File: src/rtl/jtdd_adpcm_pkg.sv
`default_nettype none
// ============================================================================
// Module      : jtdd_adpcm_pkg
// Description : Shared FSM state encoding and channel ids for the ADPCM
//               ROM arbiter.
// Revision    : 1.0 - initial release
// ============================================================================
package jtdd_adpcm_pkg;

    typedef enum logic [3:0] {
        ST_IDLE = 4'b0001,
        ST_ADDR = 4'b0010,
        ST_WAIT = 4'b0100,
        ST_DONE = 4'b1000
    } state_t;

    localparam logic CH0 = 1'b0;
    localparam logic CH1 = 1'b1;

endpackage
`default_nettype wire

File: src/rtl/jtdd_adpcm_arb_if.sv
`default_nettype none
// ============================================================================
// Module      : jtdd_adpcm_arb_if
// Description : Channel request/response and ROM slot signals of the arbiter.
// Revision    : 1.0 - initial release
// ============================================================================
interface jtdd_adpcm_arb_if #(
    parameter int AW = 16
);
    logic          ch0_req;
    logic          ch1_req;
    logic [AW-1:0] ch0_addr;
    logic [AW-1:0] ch1_addr;
    logic          ch0_ok;
    logic          ch1_ok;
    logic [7:0]    ch0_data;
    logic [7:0]    ch1_data;
    logic          ch0_fail;
    logic          ch1_fail;
    logic [AW-1:0] rom_addr;
    logic          rom_cs;
    logic [7:0]    rom_data;
    logic          rom_ok;
    logic          busy;

    // Channels and ROM slot side
    modport master (
        output ch0_req, ch1_req, ch0_addr, ch1_addr, rom_data, rom_ok,
        input  ch0_ok, ch1_ok, ch0_data, ch1_data, ch0_fail, ch1_fail,
        input  rom_addr, rom_cs, busy
    );

    // Arbiter side
    modport slave (
        input  ch0_req, ch1_req, ch0_addr, ch1_addr, rom_data, rom_ok,
        output ch0_ok, ch1_ok, ch0_data, ch1_data, ch0_fail, ch1_fail,
        output rom_addr, rom_cs, busy
    );
endinterface
`default_nettype wire

File: src/rtl/jtdd_adpcm_cache.sv
`default_nettype none
// ============================================================================
// Module      : jtdd_adpcm_cache
// Description : One-entry last-byte cache for a single ADPCM channel.
//               Compiled only when JTDD_ADPCM_CACHE_EN is defined.
// Revision    : 1.0 - initial release
// ============================================================================
`ifdef JTDD_ADPCM_CACHE_EN
module jtdd_adpcm_cache #(
    parameter int AW = 16
) (
    input  logic          clk,
    input  logic          rst_n,
    input  logic [AW-1:0] addr,
    output logic          hit,
    input  logic          fill,
    input  logic [AW-1:0] fill_addr,
    input  logic [7:0]    fill_data,
    input  logic          inval,
    output logic [7:0]    data
);
    logic          r_valid;
    logic [AW-1:0] r_addr;
    logic [7:0]    r_data;

    always_ff @(posedge clk or negedge rst_n) begin
        if (!rst_n) begin
            r_valid <= 1'b0;
            r_addr  <= '0;
            r_data  <= '0;
        end else if (inval) begin
            r_valid <= 1'b0;
        end else if (fill) begin
            r_valid <= 1'b1;
            r_addr  <= fill_addr;
            r_data  <= fill_data;
        end
    end

    assign hit  = r_valid && (addr == r_addr);
    assign data = r_data;
endmodule
`endif
`default_nettype wire

File: src/rtl/jtdd_adpcm_arb.sv
`default_nettype none
// ============================================================================
// Module      : jtdd_adpcm_arb
// Description : Round-robin two-channel ADPCM sample ROM arbiter with per-fetch
//               timeout. Optional per-channel byte cache: JTDD_ADPCM_CACHE_EN.
// Revision    : 1.0 - initial release
// ============================================================================
module jtdd_adpcm_arb
    import jtdd_adpcm_pkg::*;
#(
    parameter int AW = 16,
    parameter int TW = 8
) (
    input  logic            clk,
    input  logic            rst_n,
    jtdd_adpcm_arb_if.slave bus
);
    state_t        r_state;
    logic          r_win;
    logic          r_prio;
    logic          r_cs;
    logic [TW-1:0] r_tmo;
    logic [AW-1:0] r_addr;
    logic [1:0]    r_ok;
    logic [1:0]    r_fail;
    logic [7:0]    r_data0;
    logic [7:0]    r_data1;

    logic          w_pick;
    logic [AW-1:0] w_pick_addr;
    logic          w_win_req;
    logic [TW-1:0] w_tmo_nxt;
    logic          w_tmo_end;
    logic          w_hit;
    logic [7:0]    w_hit_data;

    // r_prio names the channel favoured when both request
    assign w_pick      = (bus.ch0_req & bus.ch1_req) ? r_prio : bus.ch1_req;
    assign w_pick_addr = w_pick ? bus.ch1_addr : bus.ch0_addr;
    assign w_win_req   = r_win ? bus.ch1_req : bus.ch0_req;
    assign w_tmo_nxt   = r_tmo + TW'(1);
    assign w_tmo_end   = &w_tmo_nxt;

`ifdef JTDD_ADPCM_CACHE_EN
    logic       w_fill;
    logic       w_inval;
    logic       w_hit0;
    logic       w_hit1;
    logic [7:0] w_cdata0;
    logic [7:0] w_cdata1;

    assign w_fill  = (r_state == ST_WAIT) && bus.rom_ok;
    assign w_inval = (r_state == ST_WAIT) && !bus.rom_ok && w_tmo_end;

    jtdd_adpcm_cache #(.AW(AW)) u_cache0 (
        .clk       (clk),
        .rst_n     (rst_n),
        .addr      (bus.ch0_addr),
        .hit       (w_hit0),
        .fill      (w_fill & (r_win == CH0)),
        .fill_addr (r_addr),
        .fill_data (bus.rom_data),
        .inval     (w_inval & (r_win == CH0)),
        .data      (w_cdata0)
    );

    jtdd_adpcm_cache #(.AW(AW)) u_cache1 (
        .clk       (clk),
        .rst_n     (rst_n),
        .addr      (bus.ch1_addr),
        .hit       (w_hit1),
        .fill      (w_fill & (r_win == CH1)),
        .fill_addr (r_addr),
        .fill_data (bus.rom_data),
        .inval     (w_inval & (r_win == CH1)),
        .data      (w_cdata1)
    );

    assign w_hit      = w_pick ? w_hit1 : w_hit0;
    assign w_hit_data = w_pick ? w_cdata1 : w_cdata0;
`else
    assign w_hit      = 1'b0;
    assign w_hit_data = 8'h00;
`endif

    always_ff @(posedge clk or negedge rst_n) begin
        if (!rst_n) begin
            r_state <= ST_IDLE;
            r_win   <= CH0;
            r_prio  <= CH0;
            r_cs    <= 1'b0;
            r_tmo   <= '0;
            r_addr  <= '0;
            r_ok    <= 2'b00;
            r_fail  <= 2'b00;
            r_data0 <= 8'h00;
            r_data1 <= 8'h00;
        end else begin
            r_ok <= 2'b00;
            case (r_state)
                ST_IDLE: begin
                    if (bus.ch0_req | bus.ch1_req) begin
                        r_win <= w_pick;
                        // A hit bypasses the ROM and leaves rom_addr untouched
                        if (w_hit) begin
                            r_ok[w_pick] <= 1'b1;
                            if (w_pick == CH1) r_data1 <= w_hit_data;
                            else               r_data0 <= w_hit_data;
                            r_state <= ST_DONE;
                        end else begin
                            r_addr  <= w_pick_addr;
                            r_cs    <= 1'b1;
                            r_state <= ST_ADDR;
                        end
                    end
                end
                ST_ADDR: begin
                    r_tmo   <= '0;
                    r_state <= ST_WAIT;
                end
                ST_WAIT: begin
                    if (bus.rom_ok) begin
                        if (r_win == CH1) r_data1 <= bus.rom_data;
                        else              r_data0 <= bus.rom_data;
                        r_ok[r_win] <= w_win_req;
                        r_cs        <= 1'b0;
                        r_state     <= ST_DONE;
                    end else if (w_tmo_end) begin
                        r_fail[r_win] <= 1'b1;
                        r_ok[r_win]   <= w_win_req;
                        r_cs          <= 1'b0;
                        r_state       <= ST_DONE;
                    end else begin
                        r_tmo <= w_tmo_nxt;
                    end
                end
                ST_DONE: begin
                    r_prio  <= ~r_win;
                    r_state <= ST_IDLE;
                end
                default: begin
                    r_cs    <= 1'b0;
                    r_state <= ST_IDLE;
                end
            endcase
        end
    end

    assign bus.rom_addr = r_addr;
    assign bus.rom_cs   = r_cs;
    assign bus.ch0_ok   = r_ok[0];
    assign bus.ch1_ok   = r_ok[1];
    assign bus.ch0_data = r_data0;
    assign bus.ch1_data = r_data1;
    assign bus.ch0_fail = r_fail[0];
    assign bus.ch1_fail = r_fail[1];
    assign bus.busy     = (r_state != ST_IDLE);
endmodule
`default_nettype wire

File: src/flat_wrapper.sv
// flat-port wrapper written by rule: the top's interface ports become plain ports
module jtdd_adpcm_arb_flat import jtdd_adpcm_pkg::*;
#(
    parameter int AW = 16,
    parameter int TW = 8
)
  (clk, rst_n, bus_ch0_req, bus_ch1_req, bus_ch0_addr, bus_ch1_addr, bus_rom_data, bus_rom_ok, bus_ch0_ok, bus_ch1_ok, bus_ch0_data, bus_ch1_data, bus_ch0_fail, bus_ch1_fail, bus_rom_addr, bus_rom_cs, bus_busy);
  jtdd_adpcm_arb_if #(.AW(AW)) bus_i ();
  input  logic clk;
  input  logic rst_n;
  input wire logic [$bits(bus_i.ch0_req)-1:0] bus_ch0_req;
  input wire logic [$bits(bus_i.ch1_req)-1:0] bus_ch1_req;
  input wire logic [$bits(bus_i.ch0_addr)-1:0] bus_ch0_addr;
  input wire logic [$bits(bus_i.ch1_addr)-1:0] bus_ch1_addr;
  input wire logic [$bits(bus_i.rom_data)-1:0] bus_rom_data;
  input wire logic [$bits(bus_i.rom_ok)-1:0] bus_rom_ok;
  output wire logic [$bits(bus_i.ch0_ok)-1:0] bus_ch0_ok;
  output wire logic [$bits(bus_i.ch1_ok)-1:0] bus_ch1_ok;
  output wire logic [$bits(bus_i.ch0_data)-1:0] bus_ch0_data;
  output wire logic [$bits(bus_i.ch1_data)-1:0] bus_ch1_data;
  output wire logic [$bits(bus_i.ch0_fail)-1:0] bus_ch0_fail;
  output wire logic [$bits(bus_i.ch1_fail)-1:0] bus_ch1_fail;
  output wire logic [$bits(bus_i.rom_addr)-1:0] bus_rom_addr;
  output wire logic [$bits(bus_i.rom_cs)-1:0] bus_rom_cs;
  output wire logic [$bits(bus_i.busy)-1:0] bus_busy;
  assign bus_i.ch0_req = bus_ch0_req;
  assign bus_i.ch1_req = bus_ch1_req;
  assign bus_i.ch0_addr = bus_ch0_addr;
  assign bus_i.ch1_addr = bus_ch1_addr;
  assign bus_i.rom_data = bus_rom_data;
  assign bus_i.rom_ok = bus_rom_ok;
  assign bus_ch0_ok = bus_i.ch0_ok;
  assign bus_ch1_ok = bus_i.ch1_ok;
  assign bus_ch0_data = bus_i.ch0_data;
  assign bus_ch1_data = bus_i.ch1_data;
  assign bus_ch0_fail = bus_i.ch0_fail;
  assign bus_ch1_fail = bus_i.ch1_fail;
  assign bus_rom_addr = bus_i.rom_addr;
  assign bus_rom_cs = bus_i.rom_cs;
  assign bus_busy = bus_i.busy;
  jtdd_adpcm_arb #(.AW(AW), .TW(TW)) u_core (.clk(clk), .rst_n(rst_n), .bus(bus_i));
endmodule
File: config.mk
export PLATFORM = sky130hd
export DESIGN_NAME = jtdd_adpcm_arb_flat
export DESIGN_NICKNAME = d
export VERILOG_FILES = /design/src/rtl/jtdd_adpcm_pkg.sv /design/src/rtl/jtdd_adpcm_arb_if.sv /design/src/rtl/jtdd_adpcm_cache.sv /design/src/rtl/jtdd_adpcm_arb.sv /design/src/flat_wrapper.sv
export SDC_FILE = /design/constraint.sdc
export NUM_CORES = 1
export LEC_CHECK = 0
export ABC_AREA = 0
export CAP_MARGIN = 20
export CORE_UTILIZATION = 45
export DETAILED_ROUTE_END_ITERATION = 10
export PLACE_DENSITY = 0.91
export SYNTH_ARGS = -nofsm -noshare
export SYNTH_HDL_FRONTEND = slang
export SYNTH_SLANG_ARGS = --single-unit
File: constraint.sdc
create_clock -name clk -period 3.45 [get_ports clk]
set_input_delay 0.69 -clock clk [delete_from_list [all_inputs] [get_ports clk]]
set_output_delay 0.69 -clock clk [all_outputs]
set_load 0.05 [all_outputs]
==> flow_metrics.py <==
metrics = {
    "power_and_ir_drop": {
        "pwr-share-comb_pct": 50.5,
        "power_density_nw_per_um2": 881.4,
        "vdd_drop_max_mv": 0.5697,
        "leakagePower_nw": 1.537,
        "seq_power_share_pct": 33.1,
        "switchingPower_w": 0.001286,
        "swShare_pct": 43.85,
        "p_total_w": 0.002932,
        "intPower_w": 0.001646,
        "clock_power_share_pct": 16.3,
    },
    "cells_and_area": {
        "nNetsFinal": 324,
        "stdcell_area_sq_um": 3327,
        "drive_gt1_share_pct": 14.39,
        "mostFrequentLayoutCells": "81 x clkdlybuf4s50_1, 50 x dfrtp_1, 22 x nor2_1",
        "finish.utilization_pct": 69.06,
        "antennaDiodeCount": 0,
        "syn2layout_area_growth_pct": 44.04,
        "layout_commonest_cell": "clkdlybuf4s50_1",
        "fin_cells": 345,
    },
    "clock_tree": {
        "path_clk_slew_ps": 90,
        "postCtsResizedCells": 0,
        "hold_buffers": 0,
        "tritoncts": "built",
        "cts_num_sinks": 51,
        "cts_buffers": 5,
        "cts_max_level": 2,
        "root_buffer": "clkbuf_8",
        "cts_setup_buffers": 0,
        "clockBufferDepth": 2,
        "clk_latency_ps": 300,
    },
    "detailed_routing": {
        "finalWirelength_mm": 4.999,
        "vias_per_cell": 5.029,
        "vias": 1735,
        "routedWlPerCell_microns": 14.49,
        "ant_nets": 0,
        "drt_iter0_markers": 83,
        "drtPass1Iterations": 4,
        "drc_errors": 0,
    },
    "global_routing": {
        "grt_max_degree": 52,
        "gr-usage-all-layers_pct": 19.56,
        "grt-ovfl-total": 0,
        "gr-usage-met1_pct": 25.34,
        "grt_util_met3_pct": 4.252,
        "grt_pass1_vias": 1770,
        "grt.busiest_layer": "met2",
        "grt_first_pass_wirelength_mm": 8.079,
        "antenna_found_initial": 0,
        "grtUsageMet2_pct": 33.33,
    },
    "die": {
        "fp.dieW_microns": 73.64,
        "coreArea_sq_um": 4817,
        "io_pins": 83,
        "die_area_sq_um": 5423,
        "row_count": 25,
        "start_util_pct": 47.95,
        "dieHeight_microns": 73.64,
    },
    "timing": {
        "final.min_clock_period_ps": 2842,
        "skew_ps": 8.896,
        "slew-limit-headroom_pct": 51.97,
        "worst_pin_slew_ps": 718.8,
        "finalHoldViolations": 0,
        "rsz0062_at_grt": "no",
        "fmax_mhz": 351.9,
        "fin_tns_setup_ps": 0,
        "setup-violations-final": 0,
        "drv_slew": 0,
        "min_period_over_period_pct": 82.38,
    },
    "worst_setup_path": {
        "crit_path_max_incr_delay_ps": 720,
        "critPathKind": "flop to primary output",
        "r2r-start": "u_core.r_state[0]",
        "cpLargestDelayFamily": "buffers and inverters",
        "reg2reg_slack_ps": 1370,
        "crit_arrival_ps": 2150,
        "worst-path-buf-inv": 1,
        "crit_fanout": 8,
        "crit_slowest_cell": "clkdlybuf4s50_1",
        "worstPathCellList": "or4b_4 -> clkdlybuf4s50_1",
        "cp-startpoint": "u_core.r_state[0]",
        "startpoint_type": "flop",
        "critPathCaptureType": "primary output",
        "crit_required_ps": 2760,
    },
    "synth": {
        "async_flop_share_pct": 100.0,
        "synth_cell_types": 36,
        "syn-mean-instance-area_sq_um": 11.97,
        "syn-num-nets": 240,
        "netlist_area_sq_um": 2310,
        "synth_edf_count": 0,
        "synth_cells": 193,
        "ys_seq_area_share_pct": 55.31,
        "synth_flop_cell": "dfrtp_1",
        "ys_seq_elements": 51,
        "yosys_warnings": 0,
    },
    "placed_design": {
        "routabilityCongestion": 0.8025,
        "port_buffers": 82,
        "numPlacedInstances": 336,
        "place_area_sq_um": 3174,
        "dp.final_hpwl_mm": 3.617,
    },
    "status": {
        "outcome": "completed",
    },
    "run": {
        "drv_cap": 0,
    },
    "worst_hold_path": {
        "hold_class": "input pin to asynchronous set/reset pin",
    },
}
==> kinds of logic (layout without fill, tap and decap cells) <==
| family | count (synthesis) | in the layout | synth area share, % |
|---|---|---|---|
| AO/OA/AOI/OAI | 31 | 31 | 8.668 |
| XOR/XNOR | 4 | 4 | 1.517 |
| adder cells (fa/ha/maj) | 2 | 2 | 1.083 |
| buffers and inverters | 12 | 97 | 2.817 |
| flip-flops | 51 | 51 | 55.31 |
| multiplexers | 38 | 38 | 17.39 |
| AND/OR/NAND/NOR | 55 | 55 | 13.22 |
==> sequential cells by signal, summed over array words and instances, names as in the netlist <==
signal,count
u_core.r_state,4
u_core.r_win,1
u_core.r_prio,1
u_core.r_tmo,8
u_core.r_fail,2
u_core.bus.rom_cs,1
u_core.bus.ch1_data,8
u_core.bus.ch0_data,8
u_core.r_ok,2
u_core.bus.rom_addr,16
==> cell usage after synthesis, types with 3 or more instances <==
cell,instances,area (sq um)
dfrtp_1,50,1251
nor2_1,22,82.58
mux2i_1,21,210.2
mux2_2,17,191.4
a21oi_1,16,80.08
nand2_1,8,30.03
and3_1,5,31.28
inv_1,5,18.77
nand3_1,5,25.02
o21ai_0,5,25.02
buf_2,4,20.02
nor3_1,4,20.02
a211o_1,3,26.28
xor2_1,3,26.28
==> cell type report <==
cell class	instances	area (sq um)
Clock buffer	6	72.57
Clock inverter	2	60.06
Fill cell	377	1490
Inverter	5	18.77
Multi-Input combinational cell	130	970.9
Sequential cell	51	1277
Tap cell	67	83.83
Timing Repair Buffer	84	843.3
==> per-layer routing <==
metal / up-vias / share of wire, %
met5: - / 0
met4: 0 / 0.68
met3: 5 / 4.8
met2: 54 / 50
met1: 832 / 44
li1: 844 / -
==> power groups by stage <==
stage	logic (W)	registers (W)	clock network, W
2_1_floorplan	0.000475	0.00150	0
3_3_place_gp	0.00145	0.000968	0
3_5_place_dp	0.00149	0.000977	0
4_1_cts	0.00149	0.000971	0.000490
5_1_grt	0.00158	0.00100	0.000508
6_report	0.00148	0.000971	0.000479
==> per-stage QoR <==
stage	worst slack, ps	hold slack (ps)
final	608.0	329.2
after floorplan	1498	394.4
after CTS	594.8	478.5
after global placement	956.5	455.7
after global routing	563.5	356.1
after detailed placement	930.1	457.5
==> worst register-to-register path, delay by kind of cell, from the launching register on <==
kind               cells  cell delay [ps]
and+or+nand+nor        3             1220
AOI/OAI and AO/OA      1              150
DFF                    1              630
==> path summary, 6_finish.rpt <==
check / to / depth (start not counted)
worst max register to register: u_core.bus.rom_addr[12] / 4
min in group clk: u_core.r_fail[0] / 1
worst min register to register: u_core.r_fail[0] / 1
max in group asynchronous: u_core.bus.rom_addr[9] / 2
worst max-delay path: bus_busy / 2
worst min-delay path: u_core.r_tmo[3] / 1
No activity file was read; power rests on OpenSTA's default activity.
